$ cat config.mk
export PLATFORM = sky130hd
export DESIGN_NAME = mem_access_ctrl
export DESIGN_NICKNAME = d
export VERILOG_FILES = /design/src/rtl/mem_access_ctrl.sv
export SDC_FILE = /design/constraint.sdc
export NUM_CORES = 1
export LEC_CHECK = 0
export CAP_MARGIN = 20
export CORE_MARGIN = 2
export CORE_UTILIZATION = 41
export CTS_CLUSTER_SIZE = 14
export DETAILED_ROUTE_END_ITERATION = 16
export HOLD_SLACK_MARGIN = 0.03
export PLACE_DENSITY_LB_ADDON = 0.1
export SETUP_SLACK_MARGIN = 0.15
export SKIP_LAST_GASP = 1
export SLEW_MARGIN = 0
export SYNTH_ARGS = -nofsm -noshare
export SYNTH_HDL_FRONTEND = slang
export SYNTH_SLANG_ARGS = --single-unit
$ cat constraint.sdc
create_clock -name pClk -period 1.75 [get_ports pClk]
set_input_delay 0.35 -clock pClk [delete_from_list [all_inputs] [get_ports pClk]]
set_output_delay 0.35 -clock pClk [all_outputs]
set_load 0.05 [all_outputs]
$ cat src/rtl/mem_access_ctrl.sv
// ============================================================================
// Module   : mem_access_ctrl
// Brief    : Single-word req/ack memory handshake controller feeding the fetch
//            unit; flags misaligned accesses. Optional REQ timeout is built
//            when MEM_TIMEOUT_EN is defined.
// Revision : 1.0  initial release
// ============================================================================
`default_nettype none

module mem_access_ctrl #(
    parameter int ADDR_W         = 32,
    parameter int DATA_W         = 32,
    parameter int TIMEOUT_CYCLES = 16
) (
    input  logic              pClk,
    input  logic              pReset,
    input  logic              pReq,
    input  logic              pWe,
    input  logic [ADDR_W-1:0] pAddr,
    input  logic [DATA_W-1:0] pWData,
    output logic [DATA_W-1:0] pOutMemData,
    output logic              pDataValid,
    output logic              pBusy,
    output logic              pErr,
    output logic              pMemReq,
    output logic              pMemWe,
    output logic [ADDR_W-1:0] pMemAddr,
    output logic [DATA_W-1:0] pMemWData,
    input  logic              pMemAck,
    input  logic [DATA_W-1:0] pMemRData
);

    typedef enum logic [1:0] {
        S_IDLE = 2'd0,
        S_REQ  = 2'd1,
        S_DONE = 2'd2,
        S_ERR  = 2'd3
    } state_t;

    state_t            state_q, state_d;
    logic [DATA_W-1:0] rdata_q, rdata_d;
    logic [ADDR_W-1:0] addr_q, addr_d;
    logic [DATA_W-1:0] wdata_q, wdata_d;
    logic              we_q, we_d;
    logic              memreq_q, valid_q, err_q, busy_q;
    logic              timeout_w;

`ifdef MEM_TIMEOUT_EN
    localparam int CNT_W = $clog2(TIMEOUT_CYCLES);
    logic [CNT_W-1:0] cnt_q, cnt_d;
    // Fires in the last allowed REQ cycle; an ack in that cycle still wins.
    assign timeout_w = (cnt_q == CNT_W'(TIMEOUT_CYCLES - 1));
`else
    assign timeout_w = 1'b0;
`endif

    always_comb begin
        state_d = state_q;
        rdata_d = rdata_q;
        addr_d  = addr_q;
        wdata_d = wdata_q;
        we_d    = we_q;
`ifdef MEM_TIMEOUT_EN
        cnt_d   = cnt_q;
`endif
        case (state_q)
            S_IDLE: begin
                if (pReq) begin
                    if (pAddr[1:0] != 2'b00) begin
                        state_d = S_ERR;
                    end else begin
                        state_d = S_REQ;
                        addr_d  = pAddr;
                        we_d    = pWe;
                        wdata_d = pWData;
`ifdef MEM_TIMEOUT_EN
                        cnt_d   = '0;
`endif
                    end
                end
            end
            S_REQ: begin
                if (pMemAck) begin
                    state_d = S_DONE;
                    we_d    = 1'b0;
                    if (!we_q) rdata_d = pMemRData;
                end else if (timeout_w) begin
                    state_d = S_ERR;
                    we_d    = 1'b0;
                end else begin
`ifdef MEM_TIMEOUT_EN
                    cnt_d   = cnt_q + 1'b1;
`endif
                end
            end
            S_DONE:  state_d = S_IDLE;
            S_ERR:   state_d = S_IDLE;
            default: state_d = S_IDLE;
        endcase
    end

    // Strobes are registered from the next state so they align with it.
    always_ff @(posedge pClk) begin
        if (pReset) begin
            state_q  <= S_IDLE;
            rdata_q  <= '0;
            addr_q   <= '0;
            wdata_q  <= '0;
            we_q     <= 1'b0;
            memreq_q <= 1'b0;
            valid_q  <= 1'b0;
            err_q    <= 1'b0;
            busy_q   <= 1'b0;
`ifdef MEM_TIMEOUT_EN
            cnt_q    <= '0;
`endif
        end else begin
            state_q  <= state_d;
            rdata_q  <= rdata_d;
            addr_q   <= addr_d;
            wdata_q  <= wdata_d;
            we_q     <= we_d;
            memreq_q <= (state_d == S_REQ);
            valid_q  <= (state_d == S_DONE);
            err_q    <= (state_d == S_ERR);
            busy_q   <= (state_d != S_IDLE);
`ifdef MEM_TIMEOUT_EN
            cnt_q    <= cnt_d;
`endif
        end
    end

    assign pOutMemData = rdata_q;
    assign pDataValid  = valid_q;
    assign pBusy       = busy_q;
    assign pErr        = err_q;
    assign pMemReq     = memreq_q;
    assign pMemWe      = we_q;
    assign pMemAddr    = addr_q;
    assign pMemWData   = wdata_q;

endmodule

`default_nettype wire

==> results.py, run 1 <==
metrics = {
    "setup_path": {
        "required_ns": 2.03,
        "path_buf_inv": 1,
        "slowest_stage": "or4b_4",
        "crit_family": "simple AND/OR/NAND/NOR gates",
        "worstSetupEndpointType": "flip-flop",
        "cp_max_fo": 2,
        "start_kind": "flip-flop",
        "r2r_setup_slack_ns": 0.12,
        "crit_path_max_incr_delay_ns": 0.53,
        "timing.rr.end": "pMemWe$_SDFFE_PP0P_",
        "critPathKind": "flip-flop to flip-flop",
        "crit_chain": "or4b_4 > buf_6 > or4b_4 > o211ai_1",
        "r2r-start": "state_q[0]$_SDFF_PP0_",
        "arrival_ns": 1.91,
        "r2r_cells": 4,
        "critPathMostFrequentCell": "or4b_4",
    },
    "timing": {
        "rsz0062_at_grt": "yes",
        "slew_headroom_pct": 69.8,
        "final.min_clock_period_ns": 1.63,
        "fmax_ghz": 0.614,
        "timing.final.max_slew_violations": 0,
        "worst_pin_slew_ns": 0.453,
        "min_period_over_period_pct": 93.1,
        "hold_ws_ns": 0.208,
        "fin_skew_ns": 0.00591,
        "hold_viol_final": 0,
        "tns_ns": 0,
        "setup_viol": 0,
    },
    "drt": {
        "via_count": 3618,
        "antenna_left": 0,
        "routed_wl_um": 10500,
        "avgViaCountPerCell": 4.63,
        "drc": 0,
        "drtIter0Drc": 136,
        "post_drt_wl_per_cell_um": 13.5,
        "first_pass_iters": 4,
    },
    "synthesis": {
        "syn_inst": 440,
        "synth_area_mm2": 0.00422,
        "yosys_warnings": 0,
        "syn_avg_cell_area_um2": 9.60,
        "yosysSeqAreaShare_pct": 48.8,
        "synth-edff-count": 0,
        "synthArstFlopShare_pct": 0,
        "synth.distinct_cells": 22,
        "synthesis.nets": 541,
        "synth-seq-cells": 103,
        "synth_ff_type": "dfxtp_1",
    },
    "grt": {
        "grt_overflow": 0,
        "antenna_found_initial": 0,
        "grt_pass1_wl_um": 16700,
        "grt_max_degree": 68,
        "grt_usage_pct": 18.8,
        "grt_pass1_vias": 3465,
    },
    "placed_design": {
        "place_hpwl_um": 7360,
        "place_inst": 755,
        "numPortBuffers": 201,
        "placed_cell_area_mm2": 0.00610,
        "gp_congestion": 0.737,
    },
    "die": {
        "fp.dieArea_mm2": 0.0111,
        "row_count": 37,
        "core_area_mm2": 0.0101,
        "ios": 202,
        "die_w_um": 105,
        "initial_core_util_pct": 41.7,
        "die_h_um": 105,
    },
    "power": {
        "p_seq_share_pct": 49.6,
        "ir_worst_vdd_mv": 0.417,
        "power_per_cell_area_mw_per_mm2": 767,
        "p_leak_nw": 2.56,
        "p_int_mw": 3.61,
        "pwr-share-comb_pct": 20.7,
        "p_switching_mw": 1.37,
        "p_sw_share_pct": 27.5,
        "power_frac_clock_pct": 29.7,
    },
    "cells_and_area": {
        "layout_common_cells": "124 x nand2b_1, 110 x buf_4, 102 x dfxtp_1",
        "area_growth_pct": 54.0,
        "drive_gt1_share_pct": 22.6,
        "utilization_pct": 64.1,
        "final_common_cell": "nand2b_1",
        "finalNonFillerCells": 781,
        "num_antenna_cells": 0,
        "fin_nets": 741,
        "fin_area_mm2": 0.00650,
    },
    "clocking": {
        "clockRootBuffer": "clkbuf_8",
        "insertion_delay_ns": 0.35,
        "ctsHoldBuffers": 0,
        "cts_inserted_buffers": 9,
        "clk_pin_slew_ns": 0.10,
        "clockBufferDepth": 2,
        "cts_tree": "built",
        "h-tree-depth": 3,
        "cts_sinks": 103,
    },
    "hold_path": {
        "hold-path-endpoint": "pDataValid$_SDFF_PP0_",
        "min_path_type": "input pin to flip-flop",
        "hp-start": "pReset",
        "hold_depth": 2,
    },
    "status": {
        "status": "finished clean",
    },
    "job": {
        "cap_viol_max_count": 0,
    },
}
-- metrics by stage --
stage | power (mW) | worst slack, ns
3_5_place_dp | 3.52 | -0.362
2_1_floorplan | 3.10 | 0.177
3_3_place_gp | 3.51 | -0.303
5_1_grt | 5.21 | 0.0535
6_report | 4.99 | 0.120
4_1_cts | 5.06 | 0.0726
-- registers in the layout, indices dropped and copies added, names as in the netlist --
register	cells
pErr	1
pMemWe	1
state_q	2
pMemAddr	32
pBusy	1
pMemReq	1
pOutMemData	32
pDataValid	1
pMemWData	32
-- synth_stat cells (2+ instances only) --
library cell	number	share of area [%]
nor3b_1	2	0.36
nor2_1	2	0.18
buf_2	4	0.47
o211ai_1	2	0.36
a21oi_1	32	3.8
inv_1	2	0.18
clkbuf_1	23	2.0
mux2i_1	62	15
nand2b_1	124	18
nand2_1	66	5.9
nor3_1	3	0.36
buf_8	6	2.1
dfxtp_1	103	49
-- final cells by class --
cell class | count | area [µm²]
Clock inverter | 6 | 60.1
Fill cell | 882 | 3630
Sequential cell | 103 | 2060
Tap cell | 136 | 170
Multi-Input combinational cell | 302 | 1980
Timing Repair Buffer | 222 | 2090
Clock buffer | 10 | 138
Inverter | 2 | 7.51
-- cell families after synthesis --
kind of cell / count (synthesis) / share of synthesized area [%]
buffers and inverters: 35 / 4.83
DFF: 103 / 48.8
muxes: 62 / 14.7
and+or+nand+nor: 203 / 26.9
AOI/OAI and AO/OA: 37 / 4.77
-- metal layers --
layer	GRT usage [%]	share of wire, %	up-vias
met2	31.7	49	118
met3	6.12	7.3	11
met1	22.5	42	1671
li1	-	-	1818
met4	6.38	1.6	0
met5	0	0	-
-- power by group through the flow --
stage | Clock (mW) | Sequential, mW | Combinational, mW
after floorplan | 0 | 2.81 | 0.286
after global placement | 0 | 2.52 | 0.984
after detailed placement | 0 | 2.53 | 0.995
after CTS | 1.55 | 2.47 | 1.04
after global routing | 1.63 | 2.49 | 1.10
final | 1.48 | 2.47 | 1.03
-- how the worst max path moves through the flow --
stage / from / end / depth (start not counted)
after floorplan: pAddr[0] / pMemAddr[10]$_SDFFE_PP0P_ / 4
after global placement: pAddr[0] / pMemAddr[7]$_SDFFE_PP0P_ / 5
after detailed placement: pAddr[0] / pMemAddr[13]$_SDFFE_PP0P_ / 5
after CTS: state_q[0]$_SDFF_PP0_ / pMemWData[3]$_SDFFE_PP0P_ / 6
after global routing: state_q[0]$_SDFF_PP0_ / pMemWData[16]$_SDFFE_PP0P_ / 6
final: state_q[0]$_SDFF_PP0_ / pMemWe$_SDFFE_PP0P_ / 4
-- timing repair --
action	4_1_cts	5_1_grt
buffers inserted	6	0
gates cloned	4	0
gates resized for setup	9	3
pin swaps	2	2
setup endpoints to repair	64	64
No activity file was read; power rests on OpenSTA's default activity.
==> run 2, diff against run 1 <==
- PLACE_DENSITY: default -> 0.81
- PLACE_DENSITY_LB_ADDON: 0.1 -> default
==> results.py, run 2 (synthesis results as in run 1) <==
metrics = {
    "setup_path": {
        "path_buf_inv": 2,
        "start_kind": "flip-flop",
        "worstSetupEndpointType": "flip-flop",
        "slowest_stage": "or4b_4",
        "crit_family": "simple AND/OR/NAND/NOR gates",
        "critPathKind": "flip-flop to flip-flop",
        "crit_path_max_incr_delay_ns": 0.53,
        "r2r-start": "state_q[0]$_SDFF_PP0_",
        "r2r_setup_slack_ns": 0.12,
        "startpoint": "state_q[0]$_SDFF_PP0_",
        "arrival_ns": 1.91,
        "crit_chain": "or4b_4 > nor2_8 > buf_4 > buf_12 > mux2i_1",
        "cp_max_fo": 7,
        "required_ns": 2.03,
    },
    "drt": {
        "drtIter0Drc": 124,
        "routed_wl_um": 10900,
        "wl_met3_um": 1120,
        "met2WireLength_um": 5140,
        "avgViaCountPerCell": 4.64,
        "post_drt_wl_per_cell_um": 14.0,
        "first_pass_iters": 4,
        "antenna_left": 0,
        "drc": 0,
        "routedLengthMet1_um": 4440,
        "highest_layer": "met4",
        "via_count": 3607,
    },
    "timing": {
        "timing.final.max_slew_violations": 0,
        "worst_pin_slew_ns": 0.321,
        "min_period_over_period_pct": 93.2,
        "rsz0062_at_grt": "yes",
        "final.min_clock_period_ns": 1.63,
        "slew_headroom_pct": 78.6,
        "fmax_ghz": 0.613,
        "hold_viol_final": 0,
        "fin_skew_ns": 0.00812,
        "setup_viol": 0,
    },
    "cells_and_area": {
        "layout_common_cells": "124 x nand2b_1, 111 x buf_4, 103 x dfxtp_1",
        "ff_latch_area_mm2": 0.00206,
        "area_growth_pct": 52.0,
        "fillCellCount": 841,
        "num_antenna_cells": 0,
        "final_common_cell": "nand2b_1",
        "finalNonFillerCells": 777,
        "fin_area_mm2": 0.00642,
        "fin_nets": 739,
        "multi_input_area_mm2": 0.00197,
        "drive_gt1_share_pct": 21.4,
    },
    "placed_design": {
        "place_inst": 756,
        "place_hpwl_um": 7660,
        "gp_congestion": 0.833,
        "numPortBuffers": 201,
        "placed_cell_area_mm2": 0.00612,
    },
    "die": {
        "die_h_um": 105,
        "fp.dieArea_mm2": 0.0111,
        "die_w_um": 105,
        "ios": 202,
        "row_count": 37,
        "initial_core_util_pct": 41.7,
        "core_area_mm2": 0.0101,
    },
    "clocking": {
        "ctsHoldBuffers": 0,
        "cts_sinks": 103,
        "clk_pin_slew_ns": 0.09,
        "cts_tree": "built",
        "insertion_delay_ns": 0.36,
        "clockBufferDepth": 2,
        "h-tree-depth": 3,
        "clockRootBuffer": "clkbuf_8",
        "cts_inserted_buffers": 9,
    },
    "power": {
        "p_leak_nw": 2.53,
        "power_frac_clock_pct": 27.5,
        "p_sw_share_pct": 27.6,
        "p_seq_share_pct": 51.4,
        "p_switching_mw": 1.33,
        "pwr-share-comb_pct": 21.1,
        "ir_worst_vdd_mv": 0.370,
        "p_int_mw": 3.49,
        "power_per_cell_area_mw_per_mm2": 752,
    },
    "grt": {
        "grt_max_degree": 87,
        "grt_usage_pct": 19.3,
        "grt_overflow": 0,
        "grt_pass1_wl_um": 17300,
        "antenna_found_initial": 0,
        "grt_pass1_vias": 3730,
    },
    "hold_path": {
        "hp-start": "pReset",
        "min_path_type": "input pin to flip-flop",
    },
    "status": {
        "status": "finished clean",
    },
    "job": {
        "cap_viol_max_count": 0,
    },
}
-- run 2: power groups by stage --
stage | registers (mW) | clock network (mW) | logic, mW
after floorplan | 2.81 | 0 | 0.286
after global placement | 2.53 | 0 | 0.980
after detailed placement | 2.53 | 0 | 0.995
after CTS | 2.48 | 1.37 | 1.01
after global routing | 2.49 | 1.46 | 1.08
final | 2.48 | 1.33 | 1.02
-- run 2: repair_timing --
action	in CTS	in global routing
setup buffers	0	3
cloned	2	2
gates resized for setup	4	1
endpoints found under the setup margin	63	32
pin swaps	0	1
-- run 2: worst paths after layout --
check / cells after the start / end
worst max-delay path: 5 / pMemAddr[22]$_SDFFE_PP0P_
worst min-delay path: 2 / state_q[1]$_SDFF_PP0_
worst max register to register: 5 / pMemAddr[22]$_SDFFE_PP0P_
worst min register to register: 2 / pOutMemData[14]$_SDFFE_PP0P_
-- run 2: final cells by class --
| cell class | instances | share of cell area (%) |
|---|---|---|
| sequential | 103 | 32.1 |
| timing repair buffer | 220 | 31.8 |
| multi-input combinational | 302 | 30.7 |
| tap | 136 | 2.65 |
| clock buffer | 13 | 2.48 |
| inverter | 2 | 0.117 |
| clock inverter | 1 | 0.0780 |
-- run 2: worst reg2reg max path, cell delays in order (launching register included) --
cell and delay [ns]:
dfxtp_1 0.32, or4b_4 0.53, nor2_8 0.20, buf_4 0.17
buf_12 0.14, mux2i_1 0.19
-- run 2: metrics by stage --
step	power, mW	util [%]	setup TNS [ns]	worst slack, ns	hold WS (ns)
2_1_floorplan	3.10	-	0	0.177	0.474
3_3_place_gp	3.51	60.4	-16.86	-0.277	0.442
3_5_place_dp	3.53	60.4	-19.33	-0.357	0.448
4_1_cts	4.86	62.6	0	0.114	0.380
5_1_grt	5.03	63.3	0	0.0450	0.421
6_report	4.83	63.3	0	0.119	0.397
-- run 2: routing by layer --
layer / track usage (%) / up-vias
met4: 7.24 / 0
li1: - / 1808
met2: 32.1 / 135
met3: 8.16 / 13
met1: 22.0 / 1651
met5: 0 / -
==> run 3, diff against run 2 <==
- ABC_CLOCK_PERIOD_IN_PS: default -> 1750
- CORE_UTILIZATION: 41 -> 62
- DONT_BUFFER_PORTS: default -> 1
- PLACE_DENSITY: 0.81 -> default
- PLACE_DENSITY_LB_ADDON: default -> 0.3
==> results.py, run 3 (synthesis results as in run 1) <==
metrics = {
    "timing": {
        "timing.final.max_slew_violations": 0,
        "slew_headroom_pct": 63.6,
        "hold_viol_final": 0,
        "tns_ns": 0,
        "fmax_ghz": 0.639,
        "fin_skew_ns": 0.00885,
        "worst_pin_slew_ns": 0.545,
        "setup_viol": 0,
        "hold_ws_ns": 0.0839,
        "final.min_clock_period_ns": 1.56,
        "rsz0062_at_grt": "yes",
        "min_period_over_period_pct": 89.4,
    },
    "setup_path": {
        "critPathKind": "flip-flop to flip-flop",
        "worstSetupEndpointType": "flip-flop",
        "arrival_ns": 1.83,
        "start_kind": "flip-flop",
        "required_ns": 2.02,
        "cp_max_fo": 17,
        "crit_path_max_incr_delay_ns": 0.54,
        "slowest_stage": "or4b_4",
        "crit_chain": "or4b_4 > nor2_8 > clkbuf_16 > mux2i_1",
    },
    "drt": {
        "drtIter0Drc": 76,
        "drc": 0,
        "routed_wl_um": 8430,
        "antenna_left": 0,
        "first_pass_iters": 4,
        "post_drt_wl_per_cell_um": 16.5,
        "avgViaCountPerCell": 5.54,
        "via_count": 2832,
    },
    "placed_design": {
        "placed_cell_area_mm2": 0.00422,
        "place_hpwl_um": 5780,
        "numPortBuffers": 0,
        "gp_congestion": 0.729,
    },
    "cells_and_area": {
        "fin_area_mm2": 0.00449,
        "final_common_cell": "nand2b_1",
        "layout_common_cells": "124 x nand2b_1, 103 x dfxtp_1, 66 x nand2_1",
        "num_antenna_cells": 0,
        "fillCellCount": 552,
        "multi_input_area_mm2": 0.00197,
        "utilization_pct": 67.2,
        "ff_latch_area_mm2": 0.00206,
        "fin_nets": 527,
        "drive_gt1_share_pct": 6.50,
        "area_growth_pct": 6.37,
    },
    "clocking": {
        "insertion_delay_ns": 0.34,
        "cts_tree": "built",
        "clockRootBuffer": "clkbuf_8",
        "cts_setup_buffers": 0,
        "clockBufferDepth": 2,
        "cts_inserted_buffers": 9,
        "cts_sinks": 103,
        "clk_pin_slew_ns": 0.09,
        "post_cts_resized": 0,
        "h-tree-depth": 3,
    },
    "die": {
        "ios": 202,
        "fp.dieArea_mm2": 0.00749,
        "die_h_um": 86.5,
        "core_area_mm2": 0.00668,
        "initial_core_util_pct": 63.2,
        "die_w_um": 86.5,
        "row_count": 30,
    },
    "power": {
        "power_per_cell_area_mw_per_mm2": 1030,
        "p_leak_nw": 1.54,
        "ir_worst_vdd_mv": 0.684,
    },
    "grt": {
        "grt_max_degree": 165,
        "grt_overflow": 0,
        "grt_pass1_wl_um": 12400,
        "use_met2_pct": 34.4,
        "grt_pass1_vias": 2616,
        "grt_use_met3_pct": 8.95,
        "antenna_found_initial": 1,
        "grt_usage_pct": 20.8,
        "grtUsageMet1_pct": 23.6,
        "busiest_layer": "met2",
    },
    "status": {
        "status": "finished clean",
    },
    "job": {
        "cap_viol_max_count": 0,
    },
    "hold_path": {
        "min_path_type": "input pin to flip-flop",
    },
}
-- run 3: final cells by class --
class	count	share of cell area (%)
repair buffers	8	2.95
inverters	2	0.167
flip-flops and latches	103	45.9
multi-input cells	302	43.9
well taps	80	2.23
clock inverters	4	1.17
clock buffers	12	3.68
-- run 3: path summary, 6_finish.rpt --
path	startpoint	to	slack, ns	depth (start not counted)
max	state_q[0]$_SDFF_PP0_	pMemWData[22]$_SDFFE_PP0P_	0.19	4
min	pReset	pDataValid$_SDFF_PP0_	0.08	1
max reg2reg	state_q[0]$_SDFF_PP0_	pMemWData[22]$_SDFFE_PP0P_	0.19	4
min reg2reg	state_q[0]$_SDFF_PP0_	pBusy$_SDFF_PP0_	0.65	2
-- run 3: what timing repair did --
item	in CTS	in global routing
hold buffers	0	0
endpoints found under the setup margin	1	30
gates cloned	0	2
hold endpoints to repair	0	0
-- run 3: where the power goes --
| part | switching (mW) | total, mW | internal, mW |
|---|---|---|---|
| Clock | 0.762 | 1.54 | 0.782 |
| Sequential | 0.349 | 2.78 | 2.43 |
| Combinational | 0.129 | 0.292 | 0.163 |
| Total | 1.24 | 4.61 | 3.37 |
-- run 3: metal layers --
layer / up-vias / share of wire [%]
met2: 126 / 49
met1: 1296 / 38
met4: 2 / 1.6
met5: - / 0.15
li1: 1393 / -
met3: 15 / 11
-- run 3: metrics by stage --
step,power (mW),worst slack (ns),cells
5_1_grt,4.78,0.116,511
4_1_cts,4.64,0.148,509
2_1_floorplan,3.10,0.177,440
3_5_place_dp,3.12,0.0876,493
6_report,4.61,0.186,511
3_3_place_gp,3.10,0.152,493
-- run 3: worst max-delay path, delay by kind of cell (launching register included) --
kind                   cells  cell delay, ns
buffers and inverters      1            0.23
flip-flops                 1            0.34
multiplexers               1            0.19
AND/OR/NAND/NOR            2            0.73
